[config.mk]
export PLATFORM = sky130hd
export DESIGN_NAME = ps2_key_decoder_flat
export DESIGN_NICKNAME = d
export VERILOG_FILES = /design/src/rtl/ps2_key_decoder_if.sv /design/src/rtl/ps2_key_decoder.sv /design/src/flat_wrapper.sv
export SDC_FILE = /design/constraint.sdc
export NUM_CORES = 1
export LEC_CHECK = 0
export ABC_AREA = 0
export BUFFER_PORTS_ARGS = -buffer_cell sky130_fd_sc_hd__buf_2
export CAP_MARGIN = 20
export CORE_MARGIN = 2
export CORE_UTILIZATION = 35
export CTS_BUF_LIST = sky130_fd_sc_hd__clkbuf_8
export DETAILED_ROUTE_END_ITERATION = 7
export PLACE_DENSITY_LB_ADDON = 0.3
export SLEW_MARGIN = 20
export SYNTH_ARGS = -nofsm -noshare
export SYNTH_HDL_FRONTEND = slang
export SYNTH_SLANG_ARGS = --single-unit
export TNS_END_PERCENT = 20
[constraint.sdc]
create_clock -name CLOCK_50 -period 3.1 [get_ports CLOCK_50]
set_input_delay 0 -clock CLOCK_50 [delete_from_list [all_inputs] [get_ports CLOCK_50]]
set_output_delay 0 -clock CLOCK_50 [all_outputs]
set_load 0.1 [all_outputs]
[src/rtl/ps2_key_decoder_if.sv]
// Key-event stream from the PS/2 decoder to its consumer.
// The head event stays stable while ev_valid is high. It is popped on ev_valid && ev_ready.
interface ps2_key_decoder_if;
  logic       ev_valid;
  logic [7:0] ev_code;
  logic       ev_break;
  logic       ev_ext;
  logic       ev_ready;

  modport master (
    output ev_valid,
    output ev_code,
    output ev_break,
    output ev_ext,
    input  ev_ready
  );

  modport slave (
    input  ev_valid,
    input  ev_code,
    input  ev_break,
    input  ev_ext,
    output ev_ready
  );
endinterface

[src/rtl/ps2_key_decoder.sv]
// PS/2 keyboard receiver and key decoder.
// Raw lines are synchronised, and the clock is glitch-filtered. 11-bit frames are
// received and checked, and make/break/E0 sequences are decoded. Status is tracked
// for a set of keys, and every decoded event is queued in a small FWFT FIFO.
//
// Receiver states:
//   state    | meaning
//   ---------+-----------------------------------------------
//   S_IDLE   | waiting for a start bit (data 0 on a strobe)
//   S_DATA   | shifting in 8 data bits, LSB first
//   S_PARITY | capturing the parity bit
//   S_STOP   | checking odd parity and the stop bit
module ps2_key_decoder #(
  parameter int                     NUM_KEYS       = 3,
  parameter logic [NUM_KEYS*8-1:0]  KEY_CODES      = {8'h23, 8'h1B, 8'h1C},
  parameter int                     FILTER_LEN     = 8,
  parameter int                     TIMEOUT_CYCLES = 50000,
  parameter int                     FIFO_DEPTH     = 4
) (
  input  logic                CLOCK_50,
  input  logic                resetn,
  input  logic                PS2_CLK,
  input  logic                PS2_DAT,
  output logic [NUM_KEYS-1:0] held,
  output logic [NUM_KEYS-1:0] pressed,
  output logic [NUM_KEYS-1:0] released,
  output logic                frame_err,
  output logic                ev_overflow,
  ps2_key_decoder_if.master   ev
);

  localparam int FCW = (FILTER_LEN > 1) ? $clog2(FILTER_LEN) : 1;
  localparam int TOW = $clog2(TIMEOUT_CYCLES + 1);
  localparam int AW  = $clog2(FIFO_DEPTH);
  localparam int CW  = AW + 1;

  localparam logic [7:0] CODE_EXT = 8'hE0;
  localparam logic [7:0] CODE_BRK = 8'hF0;

  typedef enum logic [1:0] {
    S_IDLE   = 2'd0,
    S_DATA   = 2'd1,
    S_PARITY = 2'd2,
    S_STOP   = 2'd3
  } rx_state_t;

  // ---------------------------------------------------------------------------
  // Synchroniser and clock filter
  // ---------------------------------------------------------------------------
  logic           clk_s1_q, clk_s2_q;
  logic           dat_s1_q, dat_s2_q;
  logic           filt_clk_q;
  logic [FCW-1:0] filt_cnt_q;
  logic           filt_toggle;
  logic           sample_stb;

  // Two-flop synchronisers. They idle high like the bus, so reset does not look like an edge.
  always_ff @(posedge CLOCK_50 or negedge resetn) begin
    if (!resetn) begin
      clk_s1_q <= 1'b1;
      clk_s2_q <= 1'b1;
      dat_s1_q <= 1'b1;
      dat_s2_q <= 1'b1;
    end else begin
      clk_s1_q <= PS2_CLK;
      clk_s2_q <= clk_s1_q;
      dat_s1_q <= PS2_DAT;
      dat_s2_q <= dat_s1_q;
    end
  end

  // The filtered clock changes on the FILTER_LEN-th consecutive sample that differs from it.
  assign filt_toggle = (clk_s2_q != filt_clk_q) &&
                       (filt_cnt_q == FCW'(FILTER_LEN - 1));
  // Data is stable while the bus clock is low, so the strobe samples it directly.
  assign sample_stb  = filt_toggle && filt_clk_q;

  // Filter state: the run-length counter and the filtered clock level.
  always_ff @(posedge CLOCK_50 or negedge resetn) begin
    if (!resetn) begin
      filt_clk_q <= 1'b1;
      filt_cnt_q <= '0;
    end else if (clk_s2_q == filt_clk_q) begin
      filt_cnt_q <= '0;
    end else if (filt_toggle) begin
      filt_clk_q <= clk_s2_q;
      filt_cnt_q <= '0;
    end else begin
      filt_cnt_q <= filt_cnt_q + FCW'(1);
    end
  end

  // ---------------------------------------------------------------------------
  // Frame receiver
  // ---------------------------------------------------------------------------
  rx_state_t      state_q, state_d;
  logic [2:0]     bit_cnt_q, bit_cnt_d;
  logic [7:0]     shift_q, shift_d;
  logic           par_q, par_d;
  logic [TOW-1:0] to_cnt_q, to_cnt_d;
  logic [7:0]     rx_byte_q, rx_byte_d;
  logic           byte_done_q, byte_done_d;
  logic           frame_err_q, frame_err_d;

  // Receiver state register, plus the registered byte_done and frame_err pulses.
  always_ff @(posedge CLOCK_50 or negedge resetn) begin
    if (!resetn) begin
      state_q     <= S_IDLE;
      bit_cnt_q   <= '0;
      shift_q     <= '0;
      par_q       <= 1'b0;
      to_cnt_q    <= '0;
      rx_byte_q   <= '0;
      byte_done_q <= 1'b0;
      frame_err_q <= 1'b0;
    end else begin
      state_q     <= state_d;
      bit_cnt_q   <= bit_cnt_d;
      shift_q     <= shift_d;
      par_q       <= par_d;
      to_cnt_q    <= to_cnt_d;
      rx_byte_q   <= rx_byte_d;
      byte_done_q <= byte_done_d;
      frame_err_q <= frame_err_d;
    end
  end

  // Next state: advances on sample strobes, with the inter-bit timeout as a down-counter.
  always_comb begin
    state_d     = state_q;
    bit_cnt_d   = bit_cnt_q;
    shift_d     = shift_q;
    par_d       = par_q;
    to_cnt_d    = to_cnt_q;
    rx_byte_d   = rx_byte_q;
    byte_done_d = 1'b0;
    frame_err_d = 1'b0;

    if (sample_stb) begin
      to_cnt_d = TOW'(TIMEOUT_CYCLES - 1);
    end else if (state_q != S_IDLE) begin
      if (to_cnt_q == '0) begin
        state_d     = S_IDLE;
        frame_err_d = 1'b1;
      end else begin
        to_cnt_d = to_cnt_q - TOW'(1);
      end
    end

    if (sample_stb) begin
      unique case (state_q)
        S_IDLE: begin
          if (!dat_s2_q) begin
            state_d   = S_DATA;
            bit_cnt_d = '0;
          end
        end
        S_DATA: begin
          shift_d   = {dat_s2_q, shift_q[7:1]};
          bit_cnt_d = bit_cnt_q + 3'd1;
          if (bit_cnt_q == 3'd7) begin
            state_d = S_PARITY;
          end
        end
        S_PARITY: begin
          par_d   = dat_s2_q;
          state_d = S_STOP;
        end
        S_STOP: begin
          if ((^{shift_q, par_q}) && dat_s2_q) begin
            byte_done_d = 1'b1;
            rx_byte_d   = shift_q;
          end else begin
            frame_err_d = 1'b1;
          end
          state_d = S_IDLE;
        end
        default: state_d = S_IDLE;
      endcase
    end
  end

  // ---------------------------------------------------------------------------
  // Sequence decoder and key status
  // ---------------------------------------------------------------------------
  logic                ext_q, brk_q;
  logic                ev_fire;
  logic [NUM_KEYS-1:0] key_hit;
  logic [NUM_KEYS-1:0] held_q, pressed_q, released_q;

  assign ev_fire = byte_done_q && (rx_byte_q != CODE_EXT) && (rx_byte_q != CODE_BRK);

  // Only non-extended events can match a tracked key.
  always_comb begin
    key_hit = '0;
    for (int i = 0; i < NUM_KEYS; i++) begin
      key_hit[i] = ev_fire && !ext_q && (rx_byte_q == KEY_CODES[8*i +: 8]);
    end
  end

  // Prefix flags: E0/F0 set them, any other byte consumes them, and a bad frame drops them.
  always_ff @(posedge CLOCK_50 or negedge resetn) begin
    if (!resetn) begin
      ext_q <= 1'b0;
      brk_q <= 1'b0;
    end else if (frame_err_q) begin
      ext_q <= 1'b0;
      brk_q <= 1'b0;
    end else if (byte_done_q) begin
      if (rx_byte_q == CODE_EXT) begin
        ext_q <= 1'b1;
      end else if (rx_byte_q == CODE_BRK) begin
        brk_q <= 1'b1;
      end else begin
        ext_q <= 1'b0;
        brk_q <= 1'b0;
      end
    end
  end

  // Held/pressed/released. Typematic repeats and breaks of keys not held give no pulse.
  always_ff @(posedge CLOCK_50 or negedge resetn) begin
    if (!resetn) begin
      held_q     <= '0;
      pressed_q  <= '0;
      released_q <= '0;
    end else begin
      pressed_q  <= key_hit & ~held_q & {NUM_KEYS{~brk_q}};
      released_q <= key_hit &  held_q & {NUM_KEYS{ brk_q}};
      held_q     <= (held_q & ~key_hit) | (key_hit & {NUM_KEYS{~brk_q}});
    end
  end

  // ---------------------------------------------------------------------------
  // Event FIFO (first-word-fall-through)
  // ---------------------------------------------------------------------------
  logic [9:0]    mem_q [FIFO_DEPTH];
  logic [AW-1:0] wr_ptr_q, rd_ptr_q;
  logic [CW-1:0] count_q;
  logic          fifo_full;
  logic          fifo_pop;
  logic          fifo_push;
  logic          ovf_q;

  assign fifo_full = (count_q == CW'(FIFO_DEPTH));
  assign fifo_pop  = (count_q != '0) && ev.ev_ready;
  // A pop in the same cycle frees a slot, so the push to a full FIFO still lands.
  assign fifo_push = ev_fire && (!fifo_full || fifo_pop);

  // Pointers, occupancy and the overflow pulse.
  always_ff @(posedge CLOCK_50 or negedge resetn) begin
    if (!resetn) begin
      wr_ptr_q <= '0;
      rd_ptr_q <= '0;
      count_q  <= '0;
      ovf_q    <= 1'b0;
    end else begin
      if (fifo_push) wr_ptr_q <= wr_ptr_q + AW'(1);
      if (fifo_pop)  rd_ptr_q <= rd_ptr_q + AW'(1);
      count_q <= count_q + CW'(fifo_push) - CW'(fifo_pop);
      ovf_q   <= ev_fire && fifo_full && !fifo_pop;
    end
  end

  // Entry storage, packed as {ext, brk, code}.
  always_ff @(posedge CLOCK_50 or negedge resetn) begin
    if (!resetn) begin
      for (int i = 0; i < FIFO_DEPTH; i++) begin
        mem_q[i] <= '0;
      end
    end else if (fifo_push) begin
      mem_q[wr_ptr_q] <= {ext_q, brk_q, rx_byte_q};
    end
  end

  assign ev.ev_valid = (count_q != '0);
  assign ev.ev_ext   = mem_q[rd_ptr_q][9];
  assign ev.ev_break = mem_q[rd_ptr_q][8];
  assign ev.ev_code  = mem_q[rd_ptr_q][7:0];

  assign held        = held_q;
  assign pressed     = pressed_q;
  assign released    = released_q;
  assign frame_err   = frame_err_q;
  assign ev_overflow = ovf_q;

endmodule
[src/flat_wrapper.sv]
// flat-port wrapper written by rule: the top's interface ports become plain ports
module ps2_key_decoder_flat 
#(
  parameter int                     NUM_KEYS       = 3,
  parameter logic [NUM_KEYS*8-1:0]  KEY_CODES      = {8'h23, 8'h1B, 8'h1C},
  parameter int                     FILTER_LEN     = 8,
  parameter int                     TIMEOUT_CYCLES = 50000,
  parameter int                     FIFO_DEPTH     = 4
)
  (CLOCK_50, resetn, PS2_CLK, PS2_DAT, held, pressed, released, frame_err, ev_overflow, ev_ev_valid, ev_ev_code, ev_ev_break, ev_ev_ext, ev_ev_ready);
  ps2_key_decoder_if ev_i ();
  input  logic CLOCK_50;
  input  logic resetn;
  input  logic PS2_CLK;
  input  logic PS2_DAT;
  output logic [NUM_KEYS-1:0] held;
  output logic [NUM_KEYS-1:0] pressed;
  output logic [NUM_KEYS-1:0] released;
  output logic frame_err;
  output logic ev_overflow;
  output wire logic [$bits(ev_i.ev_valid)-1:0] ev_ev_valid;
  output wire logic [$bits(ev_i.ev_code)-1:0] ev_ev_code;
  output wire logic [$bits(ev_i.ev_break)-1:0] ev_ev_break;
  output wire logic [$bits(ev_i.ev_ext)-1:0] ev_ev_ext;
  input wire logic [$bits(ev_i.ev_ready)-1:0] ev_ev_ready;
  assign ev_ev_valid = ev_i.ev_valid;
  assign ev_ev_code = ev_i.ev_code;
  assign ev_ev_break = ev_i.ev_break;
  assign ev_ev_ext = ev_i.ev_ext;
  assign ev_i.ev_ready = ev_ev_ready;
  ps2_key_decoder #(.NUM_KEYS(NUM_KEYS), .KEY_CODES(KEY_CODES), .FILTER_LEN(FILTER_LEN), .TIMEOUT_CYCLES(TIMEOUT_CYCLES), .FIFO_DEPTH(FIFO_DEPTH)) u_core (.CLOCK_50(CLOCK_50), .resetn(resetn), .PS2_CLK(PS2_CLK), .PS2_DAT(PS2_DAT), .held(held), .pressed(pressed), .released(released), .frame_err(frame_err), .ev_overflow(ev_overflow), .ev(ev_i));
endmodule
==> summary.txt, run 1 <==
Setup path
  – Crit. End Element: flop
  – Crit path buffers/inverters: 0
  – Reg2Reg Launch Point: u_core.filt_cnt_q[0]
  – Max incr delay on CP: 0.54 ns
  – CP cell instances: ha_1, ha_1, and3b_1, and3_1, mux2_2
  – Crit path top cell by count: ha_1
  – Cell family with most CP delay: simple AND/OR/NAND/NOR gates
  – CP Data Arrival Time: 2.57 ns
  – Slowest CP cell: and3b_1
  – CP max FO: 14
  – Crit path kind: flop to flop
  – Critical path origin: u_core.filt_cnt_q[0]
  – Startpoint types: flop
  – Req. time, crit path: 3.37 ns

CTS
  – Root buf cell: clkbuf_8
  – CTS tree: yes
  – H-Tree Level Count: 3
  – Clk buf depth: 2
  – Inserted Clock Buffers: 9
  – Clock sinks: 107
  – Worst-Skew Late Latency: 0.38 ns
  – Reg clk slew, reported paths: 0.10 ns
  – Postcts setup bufs: 0

Final layout
  – Non-filler cells in the finished layout: 597
  – Fin util: 0.401
  – Layout cells sized above 1: 0.326
  – Fin area: 5590 sq um
  – # diodes: 0
  – P&R area growth vs syn: 11.5%
  – Commonest non-fill, non-tap cell in the layout: dfrtp_1
  – Highest-count cells in the layout ignoring fill and taps: 102 x dfrtp_1, 57 x mux2_2, 25 x buf_2
  – Final net count: 429

Drt
  – DR vias: 3045
  – Detailed Routing Iterations Pass 1: 5
  – Drt wl/cell: 15.4 microns
  – Post-DR vias/cell: 5.10
  – Residual DRC count: 0
  – Routed wire length: 9180 microns
  – Routed Antenna Nets: 0
  – Initial drt markers: 142

Logic synthesis
  – Post-synth ARST share: 1.00
  – Cell taking the most area after synthesis: dfrtp_1
  – Sequential-to-total area share from yosys stat: 0.536
  – Mean post-synth cell area: 13.3 sq um
  – Synthesized instance count: 376
  – Synthesized area: 5010 sq um
  – Synth cell types: 57
  – Ys Warns: 0
  – Main synth FF type: dfrtp_1
  – FF+latch count, synth: 107
  – Top cells by area, synth: dfrtp_1 51%, mux2_2 13%, mux4_2 4.5%, ha_1 2.7%, dfstp_2 2.6%
  – Top cell type's share of synthesized area: 0.509
  – EDFF count, synth: 0
  – Syn Nets: 393

Global routing
  – GRT overflow: 0
  – First-pass GRT wire length: 15400 microns
  – Vias in the first global route: 3095
  – Initial antenna violation count: 0
  – Total GRT Usage: 0.132
  – Pin count of the biggest net entering global routing: 66

Timing
  – Slew @ Worst Pin: 0.820 ns
  – Final Setup Violations: 0
  – Fin crit share: 0.741
  – Final setup margin: 0.803 ns
  – Fin Hold WS: 0.229 ns
  – Fmax achieved: 435 MHz
  – Max-slew headroom: 0.453
  – Tmin final: 2.30 ns
  – Final count of pins violating max slew: 0
  – RSZ-0062 raised after global routing: false
  – Final hold vios: 0
  – Setup Skew: 0.0117 ns
  – Setup TNS: 0 ns

Die
  – Die X: 124 microns
  – Row cnt: 43
  – I/O Pins: 27
  – Core area: 13900 sq um
  – DIE HEIGHT: 124 microns
  – Starting Density: 0.360
  – Full die area: 15300 sq um

Placed design
  – Area after DPL: 5340 sq um
  – # port buffers: 26
  – Setup slack at placement: 0.764 ns
  – DP Cell Count: 577
  – Post-DP HPWL: 6280 microns
  – Global placement routability congestion: 0.827

Min path
  – Min-delay worst type: input pin to asynchronous set/reset pin

Pwr
  – PD cells: 504 nW/um^2
  – Power, Total: 2.82 mW
  – Lkg Pwr: 2.72 nW
  – VDD IR max: 0.284 mV

Run
  – Max Cap Viol: 0

Outcome
  – Status: finished, final reports clean
repair_timing:
item,4_1_cts,5_1_grt
hold endpoints to repair,67,0
hold buffers,4,0
resized for setup,0,0
cell usage after synthesis (4+ instances only):
cell type	number
dfrtp_1	102
mux2_2	57
inv_1	15
nand2_1	15
nor2_1	15
a21oi_1	13
mux2i_1	13
ha_1	11
mux4_2	10
and2_1	8
nor3_1	8
or4_1	7
xnor2_1	7
nor4_1	6
dfstp_2	5
nand2b_1	5
nand3_1	5
clkbuf_1	4
nand2_2	4
nand4_1	4
o21ai_0	4
o31ai_1	4
cell families (layout without fill, tap and decap cells):
logic type,count (synthesis),after routing,share of synthesized area
buf+inv,25,66,0.0237
xor+xnor,12,12,0.0295
compound gates,32,32,0.0439
simple gates,104,104,0.126
flops,107,107,0.536
mux,84,84,0.210
fa+ha+maj,12,12,0.0315
path summary, 6_finish.rpt:
kind | to | slack [ns] | cells past startpoint
setup / recovery | u_core.shift_q[3] | 0.80 | 5
hold / removal | u_core.pressed[2] | 0.23 | 2
setup reg to reg | u_core.shift_q[3] | 0.80 | 5
hold reg to reg | u_core.dat_s2_q | 0.36 | 0
max in group asynchronous | u_core.filt_clk_q | 1.99 | 3
min in group CLOCK_50 | u_core.clk_s1_q | 0.26 | 2
flip-flops by register name, summed over array words and instances, names as in the netlist, 8 cells and up, named ones only:
name,cells
u_core.mem_q,40
u_core.to_cnt_q,16
u_core.shift_q,8
u_core.rx_byte_q,8
area by class of cell:
cell class | count | area, sq um
Multi-Input combinational cell | 244 | 2210
Clock buffer | 10 | 138
Tap cell | 180 | 225
Fill cell | 1316 | 8350
Sequential cell | 107 | 2680
Timing Repair Buffer | 35 | 210
Clock inverter | 6 | 66.3
Inverter | 15 | 56.3
report_power, final:
part	leakage (nW)	total, mW	switching (mW)	internal [mW]
combinational	1.15	0.346	0.177	0.168
sequential	1.46	1.60	0.130	1.47
clock	0.111	0.878	0.479	0.399
total	2.72	2.82	0.787	2.03
per-layer routing:
layer	wire length, microns	vias to the layer above	GRT usage	part of all wire
li1	-	1440	-	-
met1	4250	1553	0.167	0.46
met4	121	0	0.0447	0.013
met3	335	11	0.0371	0.036
met5	0	-	0	0
met2	4480	41	0.219	0.49
Power figures use the tool's default switching activity.
==> run 2: changes to the inputs <==
ABC_AREA = 1   (was 0)
clock period = 2.4 ns   (was 3.1 ns; I/O delays follow)
==> summary.txt, run 2 <==
CTS
  – Worst-Skew Late Latency: 0.37 ns
  – Clk buf depth: 2
  – Root buf cell: clkbuf_8
  – H-Tree Level Count: 3
  – Post-CTS Hold Buffers: 3
  – Cts repair resizes: 0
  – Reg clk slew, reported paths: 0.09 ns
  – Clock sinks: 107
  – Inserted Clock Buffers: 9
  – Postcts setup bufs: 0
  – CTS tree: yes

Outcome
  – Status: finished, final reports clean

Global routing
  – Pin count of the biggest net entering global routing: 54
  – GRT overflow: 0
  – Initial antenna violation count: 0
  – Vias in the first global route: 4012
  – First-pass GRT wire length: 19000 microns
  – Total GRT Usage: 0.147

Timing
  – Max-slew headroom: 0.542
  – Setup Skew: 0.00603 ns
  – Final hold vios: 0
  – Fin crit share: 0.925
  – Final Setup Violations: 0
  – Setup TNS: 0 ns
  – Slew @ Worst Pin: 0.687 ns
  – RSZ-0062 raised after global routing: false
  – Tmin final: 2.22 ns
  – Final count of pins violating max slew: 0
  – Fmax achieved: 450 MHz

Final layout
  – # diodes: 0
  – Storage element area: 2680 sq um
  – Largest regs: u_core.mem_q (40), u_core.to_cnt_q (16)
  – Commonest non-fill, non-tap cell in the layout: nand2_1
  – Non-filler cells in the finished layout: 836
  – Layout cells sized above 1: 0.110
  – Largest register FFs: 40
  – Fin util: 0.393
  – Most flops, register: u_core.mem_q
  – Highest-count cells in the layout ignoring fill and taps: 159 x nand2_1, 102 x dfrtp_1, 73 x nor2_1
  – P&R area growth vs syn: 9.07%
  – Final net count: 665
  – Area of the multi-input gates: 2240 sq um
  – Layout fillers: 1488

Run
  – Max Cap Viol: 0

Drt
  – Initial drt markers: 244
  – Drt wl/cell: 13.1 microns
  – Detailed Routing Iterations Pass 1: 4
  – Post-DR vias/cell: 4.90
  – Residual DRC count: 0
  – Routed Antenna Nets: 0
  – DR vias: 4094
  – Routed wire length: 11000 microns

Logic synthesis
  – Sequential-to-total area share from yosys stat: 0.509
  – Synthesized area: 5270 sq um
  – Top cells by area, synth: dfrtp_1 48%, nand2_1 11%, o21ai_0 6.0%, nor2_1 5.2%, inv_1 4.1%
  – Mean post-synth cell area: 8.49 sq um
  – FF+latch count, synth: 107
  – Synthesized instance count: 621
  – Post-synth ARST share: 1.00
  – Ys Warns: 0
  – Main synth FF type: dfrtp_1
  – Top cell type's share of synthesized area: 0.484
  – Cell taking the most area after synthesis: dfrtp_1
  – Count leader, synth: nand2_1
  – Commonest cells post-synth: 159 x nand2_1, 102 x dfrtp_1, 73 x nor2_1
  – EDFF count, synth: 0
  – Synth cell types: 40
  – Syn Nets: 638

Die
  – DIE HEIGHT: 127 microns
  – Starting Density: 0.360
  – Row cnt: 44
  – I/O Pins: 27
  – Full die area: 16100 sq um
  – Die X: 127 microns
  – Core area: 14600 sq um

Min path
  – Min-delay worst type: input pin to flop

Pwr
  – PD cells: 807 nW/um^2
  – VDD IR max: 0.516 mV
  – Lkg Pwr: 2.99 nW
  – Power, Total: 4.64 mW

Setup path
  – Req. time, crit path: 2.40 ns
  – Slowest CP cell: dfrtp_1
  – Crit path kind: flop to output pin
  – CP max FO: 11
  – CP Data Arrival Time: 2.22 ns
  – CP cell instances: inv_1, o21ai_0, o22ai_1, buf_2
  – Max incr delay on CP: 0.55 ns
  – Startpoint types: flop
  – Crit. End Element: output pin

Placed design
  – Post-DP HPWL: 7590 microns
  – DP Cell Count: 818
  – # port buffers: 26
  – Global placement routability congestion: 0.870
[run 2: worst paths after layout]
| kind | from | to | slack [ns] | depth (start not counted) |
|---|---|---|---|---|
| max | u_core.rd_ptr_q[1] | ev_ev_code[6] | 0.18 | 4 |
| min in group asynchronous | resetn | u_core.filt_cnt_q[2] | 0.24 | 2 |
| max in group asynchronous | resetn | u_core.pressed[0] | 1.51 | 3 |
| min reg2reg | u_core.dat_s1_q | u_core.dat_s2_q | 0.36 | 0 |
| min | ev_ev_ready | u_core.rd_ptr_q[1] | 0.05 | 5 |
| max reg2reg | u_core.rx_byte_q[5] | u_core.count_q[2] | 0.28 | 12 |
[run 2: final cells by class]
| cell class | instances | area share |
|---|---|---|
| clock buffer | 9 | 0.0215 |
| clock inverter | 6 | 0.00587 |
| inverter | 61 | 0.0398 |
| multi-input combinational | 435 | 0.389 |
| sequential | 107 | 0.467 |
| tap | 184 | 0.0400 |
| timing repair buffer | 34 | 0.0370 |
[run 2: cells by family after synthesis]
kind of cell               share of synthesized area
AOI/OAI and AO/OA                              0.125
and+or+nand+nor                                0.253
DFF                                            0.509
adders and majority gates                     0.0299
buffers and inverters                         0.0667
xor gates and xnor gates                      0.0166
[run 2: per-stage QoR]
step                      hold slack, ns  setup WS [ns]  area (sq um)
after floorplan                   -0.296          0.153          5270
after global placement            0.0946          0.342          5560
after detailed placement           0.100          0.267          5560
after CTS                         0.0465          0.184          5750
after global routing              0.0620         0.0240          5750
final                             0.0518          0.179          5750
[run 2: routing by layer]
metal | up-vias | global-route usage | share of wire | wire (microns)
met5 | - | 0 | 0 | 0
met4 | 0 | 0.0478 | 0.015 | 170
met3 | 12 | 0.0388 | 0.035 | 380
met2 | 54 | 0.240 | 0.46 | 5090
met1 | 1961 | 0.190 | 0.49 | 5340
li1 | 2067 | - | - | -
[run 2: where the power goes]
part	leakage [nW]	internal, mW	switching, mW
combinational	1.45	0.323	1.39
clock	0.0879	0.365	0.602
sequential	1.45	1.88	0.0780
[run 2: critical path: cells and delay by family (launching register included)]
kind | cells | cell delay [ns]
compound gates | 2 | 0.38
buf+inv | 2 | 0.91
flops | 1 | 0.55
==> run 3: changes to the inputs <==
CAP_MARGIN = 5   (was 20)
RECOVER_POWER = 50   (was not set)
==> summary.txt, run 3 (same netlist as run 2, synthesis figures left out) <==
Outcome
  – Status: finished, final reports clean

Drt
  – Routed wire length: 11000 microns
  – Detailed Routing Iterations Pass 1: 4
  – Routed Antenna Nets: 0
  – Residual DRC count: 0
  – Initial drt markers: 244
  – DR vias: 4094
  – Drt wl/cell: 13.1 microns
  – Post-DR vias/cell: 4.90

Global routing
  – Initial antenna violation count: 0
  – First-pass GRT wire length: 19000 microns
  – Pin count of the biggest net entering global routing: 54
  – Total GRT Usage: 0.147
  – Vias in the first global route: 4012
  – GRT overflow: 0

Timing
  – Final hold vios: 0
  – Setup TNS: 0 ns
  – Final Setup Violations: 0
  – Max-slew headroom: 0.133
  – Final count of pins violating max slew: 0
  – Slew @ Worst Pin: 1.30 ns
  – RSZ-0062 raised after global routing: false
  – Tmin final: 2.22 ns
  – Fin crit share: 0.926
  – Setup Skew: 0.00608 ns
  – Fmax achieved: 450 MHz

CTS
  – Clock sinks: 107
  – Reg clk slew, reported paths: 0.09 ns
  – Worst-Skew Late Latency: 0.37 ns
  – Clk buf depth: 2
  – Cts repair resizes: 0
  – CTS tree: yes
  – Root buf cell: clkbuf_8
  – Inserted Clock Buffers: 9
  – H-Tree Level Count: 3

Die
  – Core area: 14600 sq um
  – Full die area: 16100 sq um
  – Die X: 127 microns
  – I/O Pins: 27
  – Starting Density: 0.360
  – Row cnt: 44
  – DIE HEIGHT: 127 microns

Setup path
  – Req. time, crit path: 2.40 ns
  – Startpoint types: flop
  – Crit path kind: flop to output pin
  – CP max FO: 11
  – Crit. End Element: output pin
  – CP Data Arrival Time: 2.22 ns

Placed design
  – Global placement routability congestion: 0.870
  – Post-DP HPWL: 7590 microns
  – DP Cell Count: 818
  – # port buffers: 26

Final layout
  – P&R area growth vs syn: 8.59%
  – Layout fillers: 1490
  – Highest-count cells in the layout ignoring fill and taps: 159 x nand2_1, 102 x dfrtp_1, 73 x nor2_1
  – Largest register FFs: 40
  – Largest regs: u_core.mem_q (40), u_core.to_cnt_q (16)
  – Commonest non-fill, non-tap cell in the layout: nand2_1
  – Most flops, register: u_core.mem_q
  – # diodes: 0
  – Layout cells sized above 1: 0.101
  – Final net count: 665
  – Non-filler cells in the finished layout: 836

Pwr
  – VDD IR max: 0.516 mV
  – Lkg Pwr: 2.96 nW
  – PD cells: 810 nW/um^2

Min path
  – Min-delay worst type: input pin to flop

Run
  – Max Cap Viol: 0
==> run 3: power by group <==
group	internal, mW	switching (mW)	total (mW)
Combinational	0.319	1.39	1.71
Sequential	1.88	0.0780	1.96
Clock	0.365	0.602	0.967
==> run 3: final cells by class <==
| cell class | instances | area, sq um | share of cell area |
|---|---|---|---|
| clock buffers | 9 | 124 | 0.0216 |
| clock inverters | 6 | 33.8 | 0.00590 |
| inverters | 61 | 229 | 0.0400 |
| multi-input cells | 435 | 2240 | 0.391 |
| flip-flops and latches | 107 | 2680 | 0.469 |
| well taps | 184 | 230 | 0.0402 |
| repair buffers | 34 | 188 | 0.0328 |
==> run 3: timing repair <==
action / 4_1_cts / 5_1_grt
hold buffers: 3 / 0
endpoints found under the hold margin: 48 / 0
buffers inserted: 0 / 0
==> run 3: critical path: stages (launching register included) <==
cell and delay [ns]:
dfrtp_1 0.55, inv_1 0.43, o21ai_0 0.16, o22ai_1 0.22, buf_2 0.48
==> run 3: path summary, 6_finish.rpt <==
path,from,to,slack (ns),cells past startpoint
max reg2reg,u_core.rx_byte_q[5],u_core.count_q[2],0.28,12
max,u_core.rd_ptr_q[1],ev_ev_code[6],0.18,4
min reg2reg,u_core.dat_s1_q,u_core.dat_s2_q,0.36,0
min,ev_ev_ready,u_core.rd_ptr_q[1],0.05,5
max in group asynchronous,resetn,u_core.mem_q[18],0.62,3
min in group asynchronous,resetn,u_core.filt_cnt_q[2],0.48,2
==> run 3: per-layer routing <==
layer	track usage	vias up	share of wire	wire (microns)
met5	0	-	0	0
met1	0.190	1961	0.49	5330
met4	0.0478	0	0.015	170
li1	-	2066	-	-
met3	0.0388	12	0.035	385
met2	0.240	55	0.46	5080
==> run 3: through the flow <==
step / hold WS (ns) / worst slack (ns) / cell area (sq um) / utilization / power, mW
floorplan: -0.296 / 0.153 / 5270 / - / 3.39
global placement: 0.0946 / 0.342 / 5560 / 0.380 / 3.69
detailed placement: 0.100 / 0.267 / 5560 / 0.380 / 3.72
CTS: 0.0465 / 0.184 / 5750 / 0.393 / 4.71
global route: 0.0620 / 0.0240 / 5730 / 0.391 / 4.89
finish: 0.0516 / 0.179 / 5730 / 0.391 / 4.64
